**config.mk**
```make
export PLATFORM = sky130hd
export DESIGN_NAME = bcd2bin_seq
export DESIGN_NICKNAME = d
export VERILOG_FILES = /design/src/rtl/bcd2bin_seq.sv
export SDC_FILE = /design/constraint.sdc
export NUM_CORES = 1
export LEC_CHECK = 0
export ABC_AREA = 1
export CAP_MARGIN = 20
export CORE_UTILIZATION = 40
export DETAILED_ROUTE_END_ITERATION = 12
export SLEW_MARGIN = 5
export SYNTH_ARGS = -nofsm -noshare
export SYNTH_HDL_FRONTEND = slang
export SYNTH_SLANG_ARGS = --single-unit
export TNS_END_PERCENT = 1
```
**constraint.sdc**
```tcl
create_clock -name clk -period 1.3 [get_ports clk]
set_input_delay 0.195 -clock clk [delete_from_list [all_inputs] [get_ports clk]]
set_output_delay 0.195 -clock clk [all_outputs]
set_load 0.1 [all_outputs]
```
**src/rtl/bcd2bin_seq.sv**
```systemverilog
// bcd2bin_seq: sequential BCD-to-binary converter (reverse double-dabble).
// Each clock shifts the working register right one bit and subtracts 3 from
// every BCD nibble that lands at 8 or above. Start/busy/done handshake, one
// conversion in flight. Optional build macro BCD2BIN_CHECK_EN rejects operands
// containing a nibble above 9 at the accepting edge (done+err, bin=0).
module bcd2bin_seq #(
    parameter int DIGITS = 3,
    parameter int BIN_W  = 10
) (
    input  logic                clk,
    input  logic                rst,
    input  logic                start,
    input  logic [4*DIGITS-1:0] bcd,
    output logic [BIN_W-1:0]    bin,
    output logic                busy,
    output logic                done,
    output logic                err
);

    localparam int BCD_W = 4 * DIGITS;
    // The binary half is as wide as the number of shifts, so every bit that
    // leaves the BCD half is kept; the result is resized to BIN_W on output.
    localparam int SR_W  = 2 * BCD_W;
    localparam int CNT_W = $clog2(BCD_W);
    localparam logic [CNT_W-1:0] LAST_CNT = CNT_W'(BCD_W - 1);

    typedef enum logic {
        IDLE,
        SHIFT
    } state_t;

    state_t            state;
    state_t            state_nxt;
    logic [SR_W-1:0]   sreg;
    logic [SR_W-1:0]   sreg_nxt;
    logic [CNT_W-1:0]  cnt;
    logic              invalid;
    logic              accept;
    logic              last;

    assign accept = (state == IDLE) && start && !invalid;
    assign last   = (state == SHIFT) && (cnt == LAST_CNT);

`ifdef BCD2BIN_CHECK_EN
    logic reject;
    assign reject = (state == IDLE) && start && invalid;

    // Flag an operand that contains any nibble above 9.
    always_comb begin
        invalid = 1'b0;
        for (int i = 0; i < DIGITS; i++) begin
            if (bcd[4*i +: 4] > 4'd9) invalid = 1'b1;
        end
    end
`else
    assign invalid = 1'b0;
`endif

    // One reverse double-dabble iteration: shift right, then correct all
    // BCD nibbles in parallel.
    // NOTE: combinational blocks use blocking '=' with a default first, so the
    // corrected nibbles build on the shifted value and no latch is inferred.
    always_comb begin
        sreg_nxt = sreg >> 1;
        for (int i = 0; i < DIGITS; i++) begin
            if (sreg_nxt[BCD_W + 4*i +: 4] >= 4'd8)
                sreg_nxt[BCD_W + 4*i +: 4] = sreg_nxt[BCD_W + 4*i +: 4] - 4'd3;
        end
    end

    // State register.
    // NOTE: sequential blocks use non-blocking '<=' so every flop samples
    // pre-edge values; reset is asynchronous and takes priority.
    always_ff @(posedge clk or posedge rst) begin
        if (rst) state <= IDLE;
        else     state <= state_nxt;
    end

    // Next-state logic: leave IDLE on an accepted start, return on the last iteration.
    always_comb begin
        state_nxt = state;
        case (state)
            IDLE:    if (accept) state_nxt = SHIFT;
            SHIFT:   if (last)   state_nxt = IDLE;
            default: state_nxt = IDLE;
        endcase
    end

    // Output logic: busy for exactly the SHIFT phase.
    always_comb begin
        busy = (state == SHIFT);
    end

    // Datapath: load operand, iterate, publish result with a one-cycle done.
    always_ff @(posedge clk or posedge rst) begin
        if (rst) begin
            sreg <= '0;
            cnt  <= '0;
            bin  <= '0;
            done <= 1'b0;
        end else begin
            done <= 1'b0;
            if (accept) begin
                sreg <= {bcd, {BCD_W{1'b0}}};
                cnt  <= '0;
            end else if (state == SHIFT) begin
                sreg <= sreg_nxt;
                cnt  <= cnt + CNT_W'(1);
                if (last) begin
                    bin  <= BIN_W'(sreg_nxt[BCD_W-1:0]);
                    done <= 1'b1;
                end
            end
`ifdef BCD2BIN_CHECK_EN
            if (reject) begin
                bin  <= '0;
                done <= 1'b1;
            end
`endif
        end
    end

`ifdef BCD2BIN_CHECK_EN
    // Error flag: set by a rejected operand, cleared by the next valid result.
    always_ff @(posedge clk or posedge rst) begin
        if (rst)         err <= 1'b0;
        else if (reject) err <= 1'b1;
        else if (last)   err <= 1'b0;
    end
`else
    assign err = 1'b0;
`endif

endmodule

```
==> flow_summary.toml <==
[logic_synthesis]
ys_seq_area_frac = 0.550
synth-compound-area-share = 0.142
synth_top_family_by_area = "simple AND/OR/NAND/NOR gates"
yosys_warnings = 0
ys_ff_latch = 39
synth_area_um2 = 1770
synth_xor_area_frac = 0
synth-simple-area-share = 0.171
synth_top_cell_area_share = 0.550
synthTopCellsByArea = "dfrtp_1 (55%), nand2_1 (11%), inv_1 (5.9%)"
ys_types = 20
synthFlopType = "dfrtp_1"
synth_cells = 191
synth_fp_nets = 211
synthArstFlopShare = 1.00
yosys.area.top_type = "dfrtp_1"
synthMuxAreaShare = 0
synth-edff-count = 0
synthAdderAreaFrac = 0.0353
syn_area_per_cell_um2 = 9.29

[pwr]
pwr-share-seq = 0.341
p_clk_frac = 0.126
irDropWorstVdd_uv = 1460
power_uw = 6330
power.leakage_uw = 0.00114
cellInternalPower_uw = 3390
powerDensity_nw_per_um2 = 2680
power.switching_uw = 2940
sw_frac_of_total = 0.464
combPwrFrac = 0.533

[sta]
min_period_over_period = 0.957
skew_ns = 0.00966
setup_viol = 0
fin_tns_setup_ns = 0
hold_violations = 0
min_period_ns = 1.24
clock.fmax_mhz = 804
rsz0062_at_grt = "no"
slew_viol_final = 0

[worst_setup_path]
cpLargestDelayFamily = "flip-flops"
worstPathCellList = "buf_12"
crit_path_start_kind = "register"
crit_type = "register to primary output"
cp_slowest_cell = "dfrtp_4"
crit_path_max_fanout = 11
critPathBufInv = 1
cp.required_ns = 1.11
end_kind = "primary output"
cp.arrival_ns = 1.05
slowest_delay_ns = 0.57

[finish]
antennaDiodeCount = 0
syn2layout_area_growth_pct = 33.2
final_common_cell = "nand2_1"
final_cells = 275
drive_above_1_share = 0.204
final_cell_mix = "nand2_1 (50), dfrtp_1 (38), inv_1 (28)"
fin_nets = 244
fillers = 373
final_area_um2 = 2360

[die]
die_x_um = 68.6
dieArea_um2 = 4710
initial_utilization = 0.431
num_rows = 23
core-area_um2 = 4120
ios = 28
die_y_um = 68.6

[clocking]
cts-resized-gates = 0
clk_latency_ns = 0.29
tritoncts = "done"
root_buffer = "clkbuf_8"
post-cts-setup-buffer-count = 0
cts_buffers = 5
cts.reportedPaths.clkPinSlew_ns = 0.08
cts_hold_buf = 0
htreeDepth = 2
cts_sinks = 39
clk_path_buf_depth = 2

[grt]
antenna_found_initial = 0
grt_pass1_vias = 1319
grt_max_degree = 40
grt_usage = 0.166
grt_pass1_wl_mm = 5.62
overflow = 0

[placed_design]
hpwlAfterDp_mm = 2.38
dp_cells = 266
placedInstanceArea_um2 = 2250
portBuffers = 26
gp_congestion = 0.851

[worst_hold_path]
hp-class = "primary input to async pin"

[detailed_routing]
vias = 1319
drtIter0Drc = 55
drt-vias-per-instance = 4.80
drtPass1Iterations = 4
drtAntennaViolNets = 0
routed_wl_mm = 3.30
drcViolationCount = 0
avgRoutedWirePerCell_um = 12.0

[flow_run]
maxCapViolCount = 0

[status]
status = "finished, final reports clean"
## path summary, 6_finish.rpt
kind / cells past startpoint / slack [ns] / to / from
min in group clk: 3 / 0.46 / sreg[21] / bcd[9]
worst min-delay path: 3 / 0.25 / sreg[4] / rst
worst max register to register: 7 / 0.09 / busy / cnt[0]
max in group asynchronous: 3 / 0.83 / busy / rst
worst max-delay path: 1 / 0.06 / busy / busy
worst min register to register: 2 / 0.49 / sreg[11] / sreg[12]
## power by group through the flow
stage | registers (uW) | clock network, uW | logic [uW]
floorplan | 3080 | 0 | 1330
global placement | 2150 | 0 | 3280
detailed placement | 2180 | 0 | 3350
CTS | 2160 | 834 | 3360
global route | 2220 | 871 | 3660
finish | 2160 | 796 | 3380
## through the flow
step                      utilization  hold WS [ns]  worst slack, ns
final                           0.574         0.254           0.0555
after global routing            0.574         0.280          0.00706
after CTS                       0.568         0.252           0.0370
after detailed placement        0.546         0.476          -0.0497
after global placement          0.546         0.466          -0.0120
after floorplan                     -         0.315          -0.0605
## cells by family (layout without fill, tap and decap cells)
kind of cell	count (synthesis)	in the layout
AND/OR/NAND/NOR	72	72
other	1	1
adder cells (fa/ha/maj)	5	5
buffers and inverters	37	71
AO/OA/AOI/OAI	37	37
flip-flops	39	39
## registers in the layout (all words and copies together), names as in the netlist
register  count
bin          10
busy          1
cnt           4
sreg         23
done          1
## Yosys cell counts (3+ instances only)
master and count:
o22ai_1 10, buf_2 3, nor2_2 3, dfrtp_1 39, o211ai_1 4, ha_1 5
nor2_1 5, nand2_1 50, o21ai_2 10, buf_4 3, nand3_1 12, buf_6 3
o21ai_0 9, inv_1 28
## area by class of cell
class,instances,area (um^2),area share
Timing Repair Buffer,35,503,0.213
Clock inverter,3,20.0,0.00847
Multi-Input combinational cell,115,624,0.264
Sequential cell,39,980,0.415
Inverter,28,105,0.0445
Tap cell,50,62.6,0.0265
Clock buffer,5,68.8,0.0291
## metal layers
| layer | track usage | up-vias | share of wire |
|---|---|---|---|
| met2 | 0.272 | 30 | 0.49 |
| met1 | 0.194 | 613 | 0.45 |
| li1 | - | 672 | - |
| met4 | 0.0885 | 0 | 0.014 |
| met5 | 0 | - | 0 |
| met3 | 0.0510 | 4 | 0.049 |
Power figures use the tool's default switching activity.
